==> src/rtl/log_lane_ctrl.sv <==
// One river lane of scrolling logs: frame-paced lane position, per-pixel
// sprite-ROM addressing for the VGA scan, and frog-on-log detection.
module log_lane_ctrl #(
  parameter int SCREEN_W  = 640,
  parameter int LOG_W     = 96,
  parameter int LOG_H     = 24,
  parameter int NUM_LOGS  = 3,
  parameter int SPACING   = 240,
  parameter int LANE_Y    = 120,
  parameter int SPEED     = 2,
  parameter int FRAME_DIV = 2,
  parameter int DIR       = 0
) (
  input  logic       Clk,
  input  logic       Reset_n,
  input  logic       frame_clk,
  input  logic       pause,
  input  logic [9:0] DrawX,
  input  logic [9:0] DrawY,
  input  logic [9:0] frog_x,
  input  logic [9:0] frog_y,
  output logic [6:0] DX,
  output logic [6:0] DY,
  output logic       log_on,
  output logic       dir,
  output logic       frog_on_log,
  output logic       carry_pulse
);

  localparam logic [10:0] C_WRAP     = 11'(SCREEN_W + LOG_W);
  localparam logic [10:0] C_LOG_W    = 11'(LOG_W);
  localparam logic [10:0] C_SPEED    = 11'(SPEED);
  localparam logic [9:0]  C_LANE_Y   = 10'(LANE_Y);
  localparam logic [9:0]  C_LANE_END = 10'(LANE_Y + LOG_H);
  localparam logic [3:0]  C_DIV_LAST = 4'(FRAME_DIV - 1);

  logic        r_fs1, r_fs2, r_fs3;
  logic [3:0]  r_div;
  logic [10:0] r_p;
  logic        r_carry;
  logic        r_log_on;
  logic [6:0]  r_dx, r_dy;
  logic        r_frog;

  logic        w_tick, w_step;
  logic [10:0] w_p_fwd, w_p_bwd;
  logic [10:0] w_left, w_rel_px, w_rel_frog;
  logic        w_pix_hit, w_frog_hit;
  logic [6:0]  w_pix_rel, w_dy;
  logic        w_pix_row, w_frog_row, w_pix_on;

  function automatic logic [10:0] wrap1(input logic [10:0] v);
    return (v >= C_WRAP) ? v - C_WRAP : v;
  endfunction

  // Input range needs up to two wrap subtracts to land in 0..WRAP-1.
  function automatic logic [10:0] rel_of(input logic [9:0] x, input logic [10:0] left);
    logic [10:0] t;
    t = {1'b0, x} + C_LOG_W + C_WRAP - left;
    t = wrap1(t);
    return wrap1(t);
  endfunction

  assign w_tick  = r_fs2 & ~r_fs3;
  assign w_step  = w_tick & ~pause & (r_div == C_DIV_LAST);
  assign w_p_fwd = wrap1(r_p + C_SPEED);
  assign w_p_bwd = (r_p >= C_SPEED) ? r_p - C_SPEED : r_p + C_WRAP - C_SPEED;

  // Descending scan so the lowest-index hit overwrites any later one.
  always_comb begin
    w_pix_hit  = 1'b0;
    w_pix_rel  = '0;
    w_frog_hit = 1'b0;
    w_left     = '0;
    w_rel_px   = '0;
    w_rel_frog = '0;
    for (int i = NUM_LOGS - 1; i >= 0; i--) begin
      w_left     = wrap1(r_p + 11'(i * SPACING));
      w_rel_px   = rel_of(DrawX, w_left);
      w_rel_frog = rel_of(frog_x, w_left);
      if (w_rel_px < C_LOG_W) begin
        w_pix_hit = 1'b1;
        w_pix_rel = 7'(w_rel_px);
      end
      if (w_rel_frog < C_LOG_W) w_frog_hit = 1'b1;
    end
  end

  assign w_pix_row  = (DrawY >= C_LANE_Y) && (DrawY < C_LANE_END);
  assign w_frog_row = (frog_y >= C_LANE_Y) && (frog_y < C_LANE_END);
  assign w_pix_on   = w_pix_row & w_pix_hit;
  assign w_dy       = 7'(DrawY - C_LANE_Y);

  always_ff @(posedge Clk or negedge Reset_n) begin
    if (!Reset_n) begin
      r_fs1    <= 1'b0;
      r_fs2    <= 1'b0;
      r_fs3    <= 1'b0;
      r_div    <= '0;
      r_p      <= '0;
      r_carry  <= 1'b0;
      r_log_on <= 1'b0;
      r_dx     <= '0;
      r_dy     <= '0;
      r_frog   <= 1'b0;
    end else begin
      r_fs1 <= frame_clk;
      r_fs2 <= r_fs1;
      r_fs3 <= r_fs2;
      if (w_tick && !pause) r_div <= (r_div == C_DIV_LAST) ? 4'd0 : r_div + 4'd1;
      if (w_step) r_p <= (DIR != 0) ? w_p_bwd : w_p_fwd;
      r_carry  <= w_step;
      r_log_on <= w_pix_on;
      r_dx     <= w_pix_on ? w_pix_rel : 7'd0;
      r_dy     <= w_pix_on ? w_dy : 7'd0;
      r_frog   <= w_frog_row & w_frog_hit;
    end
  end

  assign DX          = r_dx;
  assign DY          = r_dy;
  assign log_on      = r_log_on;
  assign dir         = (DIR != 0);
  assign frog_on_log = r_frog;
  assign carry_pulse = r_carry;

endmodule
==> config.mk <==
export PLATFORM = sky130hd
export DESIGN_NAME = log_lane_ctrl
export DESIGN_NICKNAME = d
export VERILOG_FILES = /design/src/rtl/log_lane_ctrl.sv
export SDC_FILE = /design/constraint.sdc
export NUM_CORES = 1
export LEC_CHECK = 0
export CORE_AREA = 2 2 167 87
export CTS_CLUSTER_DIAMETER = 50
export DETAILED_ROUTE_END_ITERATION = 6
export DIE_AREA = 0 0 169 89
export PLACE_DENSITY = 0.69
export SETUP_SLACK_MARGIN = 0.1
export SKIP_LAST_GASP = 1
export SLEW_MARGIN = 20
export SYNTH_ARGS = -nofsm -noshare
export SYNTH_HDL_FRONTEND = slang
export SYNTH_SLANG_ARGS = --single-unit
==> constraint.sdc <==
create_clock -name Clk -period 15.2 [get_ports Clk]
set_input_delay 3.8 -clock Clk [delete_from_list [all_inputs] [get_ports Clk]]
set_output_delay 3.8 -clock Clk [all_outputs]
set_load 0.01 [all_outputs]
# [Yosys cells after proc, flatten, opt, wreduce, memory -nomap -nowiden]
# Index checks and enable logic that the tools add are counted.
[word_totals] register_bits=35 wordCells=107
[classes] bitwise=7 order_cmp=26 add_sub_neg=31 n_eq_ne=1 n_mux=28 reduce_logical=4
[op_table] cell="$ge 11x10->1 const B" count=16
[op_table] cell="$mux 11" count=16
[op_table] cell="$sub 11x10->11 const B" count=16
[op_table] cell="$lt 11x7->1 const B" count=6
[op_table] cell="$sub 11x11->11" count=6
[op_table] cell="$mux 7" count=5
[op_table] cell="$add 10x7->11 const B" count=2
[op_table] cell="$add 11x10->11 const B" count=2
[op_table] cell="$ge 10x7->1 const B" count=2
[op_table] cell="$lt 10x8->1 const B" count=2
[op_table] cell="$add 11x2->11 const B" count=1
[op_table] cell="$add 11x8->11 const B" count=1
[op_table] cell="$add 11x9->11 const B" count=1
[op_table] cell="$sub 7x7->7 const B" count=1
[op_table] cell="$mux 1" count=6
[op_table] cell="$and 1x1->1" count=5
[op_table] cell="$add 4x1->4 const B" count=1
[op_table] cell="$eq 4x1->1 const B" count=1
[op_table] cell="$mux 4" count=1
[op_table] cell="$logic_and 1x1->1" count=3
[op_table] cell="$not 1->1" count=2
[op_table] cell="$logic_not 1->1" count=1

# [Longest topological paths before layout]
# Gate-level depths: netlist (run 1).
[logic_depth] ltp_word=14 mapped_depth=29 depth_no_buf=27

# [Worst setup path before layout (run 1)]
# No wires, ideal clock.
[synth_path] path_type="input-to-reg" start="in DrawX[1]" end="reg r_dx[6], in the netlist DX[6]" t_arrival_ps=8261 n_path_buf=1 slack_ps=6872 t_required_ps=15133 stages=24 cell_sequence="inv_1 -> ha_1 -> inv_1 -> fa_1 -> a21o_1 -> a21o_1 -> xnor2_1 -> xnor2_1 -> ha_1 -> inv_1 -> nor3_1 -> nor3_1 -> o21ai_2 -> mux2_2 -> ha_1 -> a2111oi_0 -> nor4_1 -> a21o_1 -> o32a_1 -> nand3_1 -> nand2_1 -> a31oi_2 -> buf_6 -> o221a_1"
[synth_between] elab_chain_cells=13 elab_cells_between_ends=34
[synth_lines] item="start: declaration" line_no="18" source="input logic [9:0] DrawX,"
[synth_lines] item="$add 10x7->11 *" line_no="59" source="t = {1'b0, x} + C_LOG_W + C_WRAP - left;"
[synth_lines] item="$add 11x10->11 *" line_no="59"
[synth_lines] item="$sub 11x11->11" line_no="59"
[synth_lines] item="$sub 11x10->11 / $ge 11x10->1 (equally long branches)" line_no="53" source="return (v >= C_WRAP) ? v - C_WRAP : v;"
[synth_lines] item="$mux 11" line_no="53"
[synth_lines] item="$sub 11x10->11 / $ge 11x10->1 (equally long branches)" line_no="53"
[synth_lines] item="$mux 11" line_no="53"
[synth_lines] item="$lt 11x7->1" line_no="81" source="if (w_rel_px < C_LOG_W) begin"
[synth_lines] item="$mux 1 (2 in a row)" line_no="81"
[synth_lines] item="$mux 1 *" line_no="81"
[synth_lines] item="$and 1x1->1 *" line_no="91" source="assign w_pix_on = w_pix_row & w_pix_hit;"
[synth_lines] item="via w_pix_on" line_no="50" source="logic w_pix_row, w_frog_row, w_pix_on;"
[synth_lines] item="$mux 7 *" line_no="114" source="r_dx <= w_pix_on ? w_pix_rel : 7'd0;"
[synth_lines] item="end signal: assignment" line_no="114"
[synth_lines] item="end: declaration" line_no="42" source="logic [6:0] r_dx, r_dy;"
# Mark *: on every way through the listed nets, which the timed path passes. The rest lies on a longest branch.
# A chain may end at the register's enable or synchronous reset.

# [Worst setup path in the final report (run 1)]
[layout_path] start="in DrawX[1]" end="reg r_dx[6], in the netlist DX[6]"
[layout_between] elab_chain_cells=13 elab_cells_between_ends=34
[layout_lines] item="$add 10x7->11 *" line_no="59"
[layout_lines] item="$add 11x10->11 *" line_no="59"
[layout_lines] item="$sub 11x11->11" line_no="59"
[layout_lines] item="$sub 11x10->11 / $ge 11x10->1 (equally long branches)" line_no="53"
[layout_lines] item="$mux 11" line_no="53"
[layout_lines] item="$sub 11x10->11 / $ge 11x10->1 (equally long branches)" line_no="53"
[layout_lines] item="$mux 11" line_no="53"
[layout_lines] item="$lt 11x7->1" line_no="81"
[layout_lines] item="$mux 1 (3 in a row)" line_no="81"
[layout_lines] item="$and 1x1->1" line_no="91"
[layout_lines] item="$mux 7 *" line_no="114"
# Every way passes the cells marked *; elsewhere a longest branch is shown, timed or not.

==> results of run 1 <==
layout by cell type, fill, tap and decap left out, types with 30 or more instances in the layout:
cell type         n
inv_1            36
clkdlybuf4s50_1  55
xor2_1           30
a21oi_1          48
o21ai_0          48
nand2_1          64
xnor2_1          78
nor2_1           58
ha_1             52
dfrtp_1          34
stage by stage:
stage / hold WS, ps / cells / power [uW] / instance area [um2] / util [%]
after CTS: 353.2 / 1077 / 1605 / 7477 / 55.64
final: 350.1 / 1077 / 1614 / 7477 / 55.64
after global routing: 353.2 / 1077 / 1802 / 7477 / 55.64
after detailed placement: 340.5 / 1069 / 1490 / 7326 / 54.52
after floorplan: 331.2 / 862 / 1228 / 6660 / -
after global placement: 336.4 / 1069 / 1459 / 7326 / 54.52
state kept, by name, indices dropped and copies added, names as in the netlist:
name	flops
r_p	10
DX	7
DY	7
r_div	4
carry_pulse	1
frog_on_log	1
log_on	1
r_fs1	1
r_fs2	1
r_fs3	1
power groups by stage:
stage | Clock (uW) | Sequential [uW] | Combinational (uW)
after floorplan | 0 | 114 | 1110
after global placement | 0 | 124 | 1330
after detailed placement | 0 | 124 | 1370
after CTS | 106 | 123 | 1380
after global routing | 110 | 125 | 1570
final | 103 | 123 | 1390
final timing paths:
check / depth (start not counted) / end / slack, ps / startpoint
min in group asynchronous: 1 / DX[0] / 3590 / Reset_n
min reg2reg: 0 / r_fs2 / 350 / r_fs1
max in group asynchronous: 1 / DX[2] / 11130 / Reset_n
max: 23 / DX[6] / 5590 / DrawX[1]
min: 0 / r_fs2 / 350 / r_fs1
max reg2reg: 26 / DX[6] / 7450 / r_p[5]
metal layers:
layer  global-route usage, %  wire length, um  share of wire, %
met4                   2.098               70              0.42
met3                   4.471             1220               7.3
met1                   30.24             8245                49
met5                       0                0                 0
met2                   37.89             7275                43
synthesized netlist by cell type (4+ instances only):
| cell type | instances |
|---|---|
| nor2b_1 | 13 |
| or2_2 | 8 |
| o22ai_1 | 6 |
| o21ai_1 | 6 |
| o221ai_1 | 4 |
| buf_2 | 7 |
| nand2_1 | 64 |
| clkbuf_1 | 15 |
| nor4_1 | 6 |
| a21oi_1 | 48 |
| a211oi_1 | 11 |
| maj3_1 | 7 |
| or3_1 | 10 |
| inv_1 | 36 |
| o31ai_1 | 6 |
| xnor2_1 | 78 |
| o211ai_1 | 15 |
| and2_1 | 17 |
| dfrtp_1 | 34 |
| o21a_1 | 14 |
| nand2b_1 | 14 |
| xor2_1 | 30 |
| a21oi_2 | 4 |
| a31oi_1 | 16 |
| nand4_1 | 8 |
| nand3_1 | 24 |
| o21ai_0 | 48 |
| nor3b_1 | 7 |
| mux2_2 | 9 |
| a2111o_1 | 6 |
| a211o_1 | 4 |
| nor3_1 | 23 |
| mux2i_1 | 20 |
| and3_1 | 14 |
| ha_1 | 52 |
| a21o_1 | 17 |
| nor2_1 | 58 |
logic make-up after synthesis:
group | share of synthesized area [%]
xor+xnor | 14.87
buf+inv | 4.135
mux | 4.530
fa+ha+maj | 11.77
other cells | 0.05634
compound gates | 28.76
flops | 12.78
simple gates | 23.10
final cells by class:
class | instances | area, um2
Multi-Input combinational cell | 761 | 5534
Fill cell | 1230 | 5961
Clock buffer | 6 | 138.9
Inverter | 40 | 150.1
Sequential cell | 34 | 850.8
Timing Repair Buffer | 58 | 570.5
Clock inverter | 2 | 12.51
Tap cell | 176 | 220.2
worst register-to-register path: stages (launching register included):
cell	delay (ps)
dfrtp_1	760
inv_2	220
ha_1	290
xnor2_1	550
inv_1	110
ha_1	280
or4bb_1	210
o21ai_1	160
a2111oi_4	580
o22ai_2	270
xnor2_1	200
xnor2_1	310
ha_1	270
inv_1	80
nor3_1	430
nor3_1	130
o21ai_2	290
mux2_2	390
ha_1	240
a2111oi_0	440
nor4_1	110
a21o_1	170
o32a_1	160
nand3_1	100
nand2_1	140
a31oi_2	500
o221a_1	270
==> results.sh, run 1 <==
export IMPL_maxCapViolCount=0
export IMPL_synthArstFlopShare_pct=100.0
export IMPL_crit_arrival_ps=9820
export IMPL_layout_nets=998
export IMPL_synth_warnings=0
export IMPL_ant_nets=0
export IMPL_grt_max_degree=35
export IMPL_setup_tns_ps=0
export IMPL_clkSinkCount=34
export IMPL_clockRootBuffer="clkbuf_16"
export IMPL_num_vias=6534
export IMPL_yosysUniqueCellTypes=101
export IMPL_grt_use_total_pct=22.11
export IMPL_critPathMaxFanout=13
export IMPL_synth_area_leaders="dfrtp_1, xnor2_1, ha_1"
export IMPL_combPwrFrac_pct=86.0
export IMPL_cp_cell_sequence="clkdlybuf4s50_1, inv_1, ha_1, inv_1, fa_1, a21o_1, a21oi_1, a2111oi_0, a211oi_1, nand3_1, nor3_2, a211oi_1, xor2_1, a21o_1, mux2_2, ha_1, nand3_1, mux2i_1, a211o_1, nand2_1, o311ai_1, a31oi_2, o221a_1"
export IMPL_grt_ovfl_total=0
export IMPL_vias_per_cell=6.067
export IMPL_cts_htree_levels=2
export IMPL_max_slew_margin_pct=32.75
export IMPL_io_pins=62
export IMPL_status="complete, no violations"
export IMPL_max_stage_delay_ps=620
export IMPL_clk_pin_slew_worst_paths_ps=60
export IMPL_post_cts_buffers=0
export IMPL_worstMarginPinSlew_ps=1004
export IMPL_synth_edf_count=0
export IMPL_drc=0
export IMPL_drive_gt1_share_pct=6.437
export IMPL_p_int_uw=753.1
export IMPL_routabilityCongestion=0.9346
export IMPL_fmax_mhz=104.1
export IMPL_ys_flop_type="dfrtp_1"
export IMPL_switching_power_uw=860.5
export IMPL_rows=30
export IMPL_grt_pass1_wl_um=27570
export IMPL_synth_seq_area_share_pct=12.78
export IMPL_hold_violations=0
export IMPL_ir_worst_vdd_uv=108.9
export IMPL_netlist_area_mm2=0.006656
export IMPL_pwr_share_clk_pct=6.4
export IMPL_dieWidth_um=169
export IMPL_syn_avg_cell_area_um2=7.731
export IMPL_fp_dieArea_mm2=0.01504
export IMPL_yosys_area_top_type="dfrtp_1"
export IMPL_crit_buf_inv=3
export IMPL_hp_class="flip-flop to flip-flop"
export IMPL_setup_viol=0
export IMPL_core_mm2=0.01344
export IMPL_pre_cts_ws_ps=5400
export IMPL_synth_top_cell_area_share_pct=12.78
export IMPL_drt_wl_total_um=16810
export IMPL_holdBufCountCts=0
export IMPL_leakagePower_uw=0.002955
export IMPL_wire_per_inst_um=15.61
export IMPL_synth_cells=861
export IMPL_drv_slew=0
export IMPL_insertion_delay_ps=280
export IMPL_drtIter0Drc=434
export IMPL_dr_pass1_iters=5
export IMPL_post_route_min_period_ps=9610
export IMPL_num_antenna_cells=0
export IMPL_hpwlAfterDp_um=13570
export IMPL_die_y_um=89
export IMPL_rsz0062_at_grt="false"
export IMPL_netSwitchingFraction_pct=53.33
export IMPL_finalClockSkew_ps=5.317
export IMPL_worstSetupEndpointType="flip-flop"
export IMPL_portBuffers=56
export IMPL_cts_tree="done"
export IMPL_min_period_over_period_pct=63.23
export IMPL_syn2layout_area_growth_pct=12.33
export IMPL_start_kind="input port"
export IMPL_ys_ff_latch=34
export IMPL_power_density_mw_per_mm2=215.8
export IMPL_required_ps=15410
export IMPL_crit_family="compound AO/OA/AOI/OAI gates"
export IMPL_ctsResizeCount=0
export IMPL_seqPwrFrac_pct=7.6
export IMPL_grt_pass1_vias=5907
export IMPL_clock_path_buffers=2
export IMPL_setup_slack_ps=5590
export IMPL_critPathKind="input port to flip-flop"
export IMPL_numCtsBuffers=5
export IMPL_start_util_pct=49.53
export IMPL_crit_path_top_delay_cell="a21oi_1"
export IMPL_antenna_found_initial=0
No activity file was read; power rests on OpenSTA's default activity.
==> run 2: changes to the inputs <==
==> constraint.sdc (replaced) <==
create_clock -name Clk -period 9.65 [get_ports Clk]
set_input_delay 2.4125 -clock Clk [delete_from_list [all_inputs] [get_ports Clk]]
set_output_delay 2.4125 -clock Clk [all_outputs]
set_load 0.01 [all_outputs]
==> run 2 against run 1 <==
  * Critical path depth decreased by 2
  * First-iteration DRC count increased by 5.3%
  * Highest routed layer unchanged
  * Global-route usage increased by 1.1 points
  * Hold slack improved by 1.6 ps
  * Utilization increased by 0.32 points
==> results.sh, run 2 (same netlist as run 1, synthesis figures left out) <==
export IMPL_status="complete, no violations"
export IMPL_hp_class="flip-flop to flip-flop"
export IMPL_post_route_util_pct=55.96
export IMPL_worstSetupEndpointType="flip-flop"
export IMPL_clock_path_buffers=2
export IMPL_grt_max_degree=35
export IMPL_largest_register_ffs=10
export IMPL_setup_tns_ps=0
export IMPL_regMostFlops="r_p"
export IMPL_drtIter0Drc=457
export IMPL_drv_slew=0
export IMPL_hpwlAfterDp_um=13790
export IMPL_crit_arrival_ps=8260
export IMPL_antenna_found_initial=0
export IMPL_dr_pass1_iters=5
export IMPL_min_period_over_period_pct=83.87
export IMPL_num_vias=6615
export IMPL_worstSetupStartpoint="DrawX[1]"
export IMPL_cts_htree_levels=2
export IMPL_clockRootBuffer="clkbuf_16"
export IMPL_pwr_share_clk_pct=8.1
export IMPL_ir_worst_vdd_uv=147.0
export IMPL_p_int_uw=1231
export IMPL_crit_path_top_delay_cell="o311ai_1"
export IMPL_clk_pin_slew_worst_paths_ps=60
export IMPL_drt_wl_total_um=17120
export IMPL_netSwitchingFraction_pct=52.60
export IMPL_layout_nets=998
export IMPL_ant_nets=0
export IMPL_routabilityCongestion=0.9377
export IMPL_max_stage_delay_ps=610
export IMPL_portBuffers=56
export IMPL_ctsResizeCount=0
export IMPL_grt_ovfl_total=0
export IMPL_clkSinkCount=34
export IMPL_fmax_mhz=123.6
export IMPL_grt_pass1_wl_um=28680
export IMPL_worstReg2RegStart="r_p[5]"
export IMPL_drive_gt1_share_pct=6.437
export IMPL_die_y_um=89
export IMPL_cts_tree="done"
export IMPL_core_mm2=0.01344
export IMPL_post_cts_buffers=0
export IMPL_critPathKind="input port to flip-flop"
export IMPL_mostFrequentLayoutCell="xnor2_1"
export IMPL_numCtsBuffers=5
export IMPL_syn2layout_area_growth_pct=12.97
export IMPL_holdBufCountCts=0
export IMPL_finalClockSkew_ps=7.026
export IMPL_grt_pass1_vias=6065
export IMPL_crit_family="compound AO/OA/AOI/OAI gates"
export IMPL_r2r_setup_slack_ps=1930
export IMPL_rsz0062_at_grt="false"
export IMPL_fp_dieArea_mm2=0.01504
export IMPL_wire_per_inst_um=15.90
export IMPL_setup_viol=0
export IMPL_io_pins=62
export IMPL_post_route_min_period_ps=8093
export IMPL_hp_start="r_fs1"
export IMPL_start_util_pct=49.53
export IMPL_cp_cell_sequence="clkdlybuf4s50_1, inv_1, ha_1, inv_1, fa_1, a21o_1, a21oi_1, a2111oi_0, a211oi_1, nand3_1, nor3_2, a211oi_1, xor2_1, a21o_1, mux2_2, ha_1, nand3_1, mux2i_1, o311ai_1, a31oi_2, and2_1"
export IMPL_num_antenna_cells=0
export IMPL_grt_use_total_pct=23.17
export IMPL_leakagePower_uw=0.002976
export IMPL_combPwrFrac_pct=84.4
export IMPL_vias_per_cell=6.142
export IMPL_start_kind="input port"
export IMPL_rows=30
export IMPL_dieWidth_um=169
export IMPL_critPathMaxFanout=13
export IMPL_worstMarginPinSlew_ps=1049
export IMPL_n_fill_cell=1263
export IMPL_power_density_mw_per_mm2=345.5
export IMPL_seqPwrFrac_pct=7.5
export IMPL_switching_power_uw=1366
export IMPL_hold_violations=0
export IMPL_insertion_delay_ps=280
export IMPL_drc=0
export IMPL_mostFrequentLayoutCells="xnor2_1, nand2_1, nor2_1"
export IMPL_placed_area_mm2=0.007326
export IMPL_crit_buf_inv=3
export IMPL_post_route_cell_area_mm2=0.007520
export IMPL_required_ps=9820
export IMPL_max_slew_margin_pct=29.89
export IMPL_maxCapViolCount=0
-- run 2: changes by cell type in the layout (fill, tap and decap cells not counted), sizes merged --
| cell | before | now |
|---|---|---|
| clkbuf | 6 | 5 |
| bufinv | 0 | 2 |
| clkinvlp | 1 | 0 |
-- run 2: cell type report --
type	instances	area, um2	area share [%]
Clock buffer	5	125.1	1.664
Timing Repair Buffer	58	570.5	7.587
Multi-Input combinational cell	761	5534	73.59
Sequential cell	34	850.8	11.31
Inverter	40	150.1	1.997
Tap cell	176	220.2	2.928
Clock inverter	3	68.82	0.9151
-- run 2: per-stage QoR --
step,hold slack (ps),std cells,total power (uW),setup slack (ps)
floorplan,331.2,862,1934,2709
global placement,335.5,1069,2297,1375
detailed placement,339.6,1069,2346,1280
CTS,354.8,1077,2577,1580
global route,355.9,1077,2878,1109
finish,351.7,1077,2598,1557
-- run 2: power by group through the flow --
stage / combinational, uW / clock, uW / sequential (uW)
after floorplan: 1750 / 0 / 180
after global placement: 2100 / 0 / 196
after detailed placement: 2150 / 0 / 196
after CTS: 2170 / 215 / 194
after global routing: 2460 / 220 / 199
final: 2190 / 210 / 194
-- run 2: routing by layer --
layer | vias to the layer above | routed length (um) | share of wire (%) | GRT usage [%]
li1 | 3281 | - | - | -
met2 | 201 | 7394 | 43 | 39.49
met4 | 0 | 138 | 0.81 | 3.885
met1 | 3117 | 8600 | 50 | 32.49
met5 | - | 0 | 0 | 0
met3 | 16 | 989 | 5.8 | 2.656
-- run 2: worst reg2reg max path: stages (launching register included) --
cell and delay (ps):
dfrtp_1 770, inv_2 230, ha_1 300, xnor2_1 530, inv_1 100, ha_1 290, or4bb_1 210, o21ai_1 160
a2111oi_4 590, o22ai_2 270, xnor2_1 200, xnor2_1 300, ha_1 270, inv_1 90, nor3_1 410, nor3_1 140
o21ai_2 290, mux2_2 390, ha_1 240, a2111oi_0 440, nor4_1 100, a21o_1 170, o32a_1 160, nand3_1 110
nand2_1 140, a31oi_2 510, o221a_1 270
-- run 2: path summary, 6_finish.rpt --
| path | to | cells after the start |
|---|---|---|
| max | DX[0] | 21 |
| max in group asynchronous | r_p[7] | 1 |
| min in group asynchronous | r_p[2] | 1 |
| min | r_fs2 | 0 |
| max reg2reg | DX[6] | 26 |
| min reg2reg | r_fs2 | 0 |
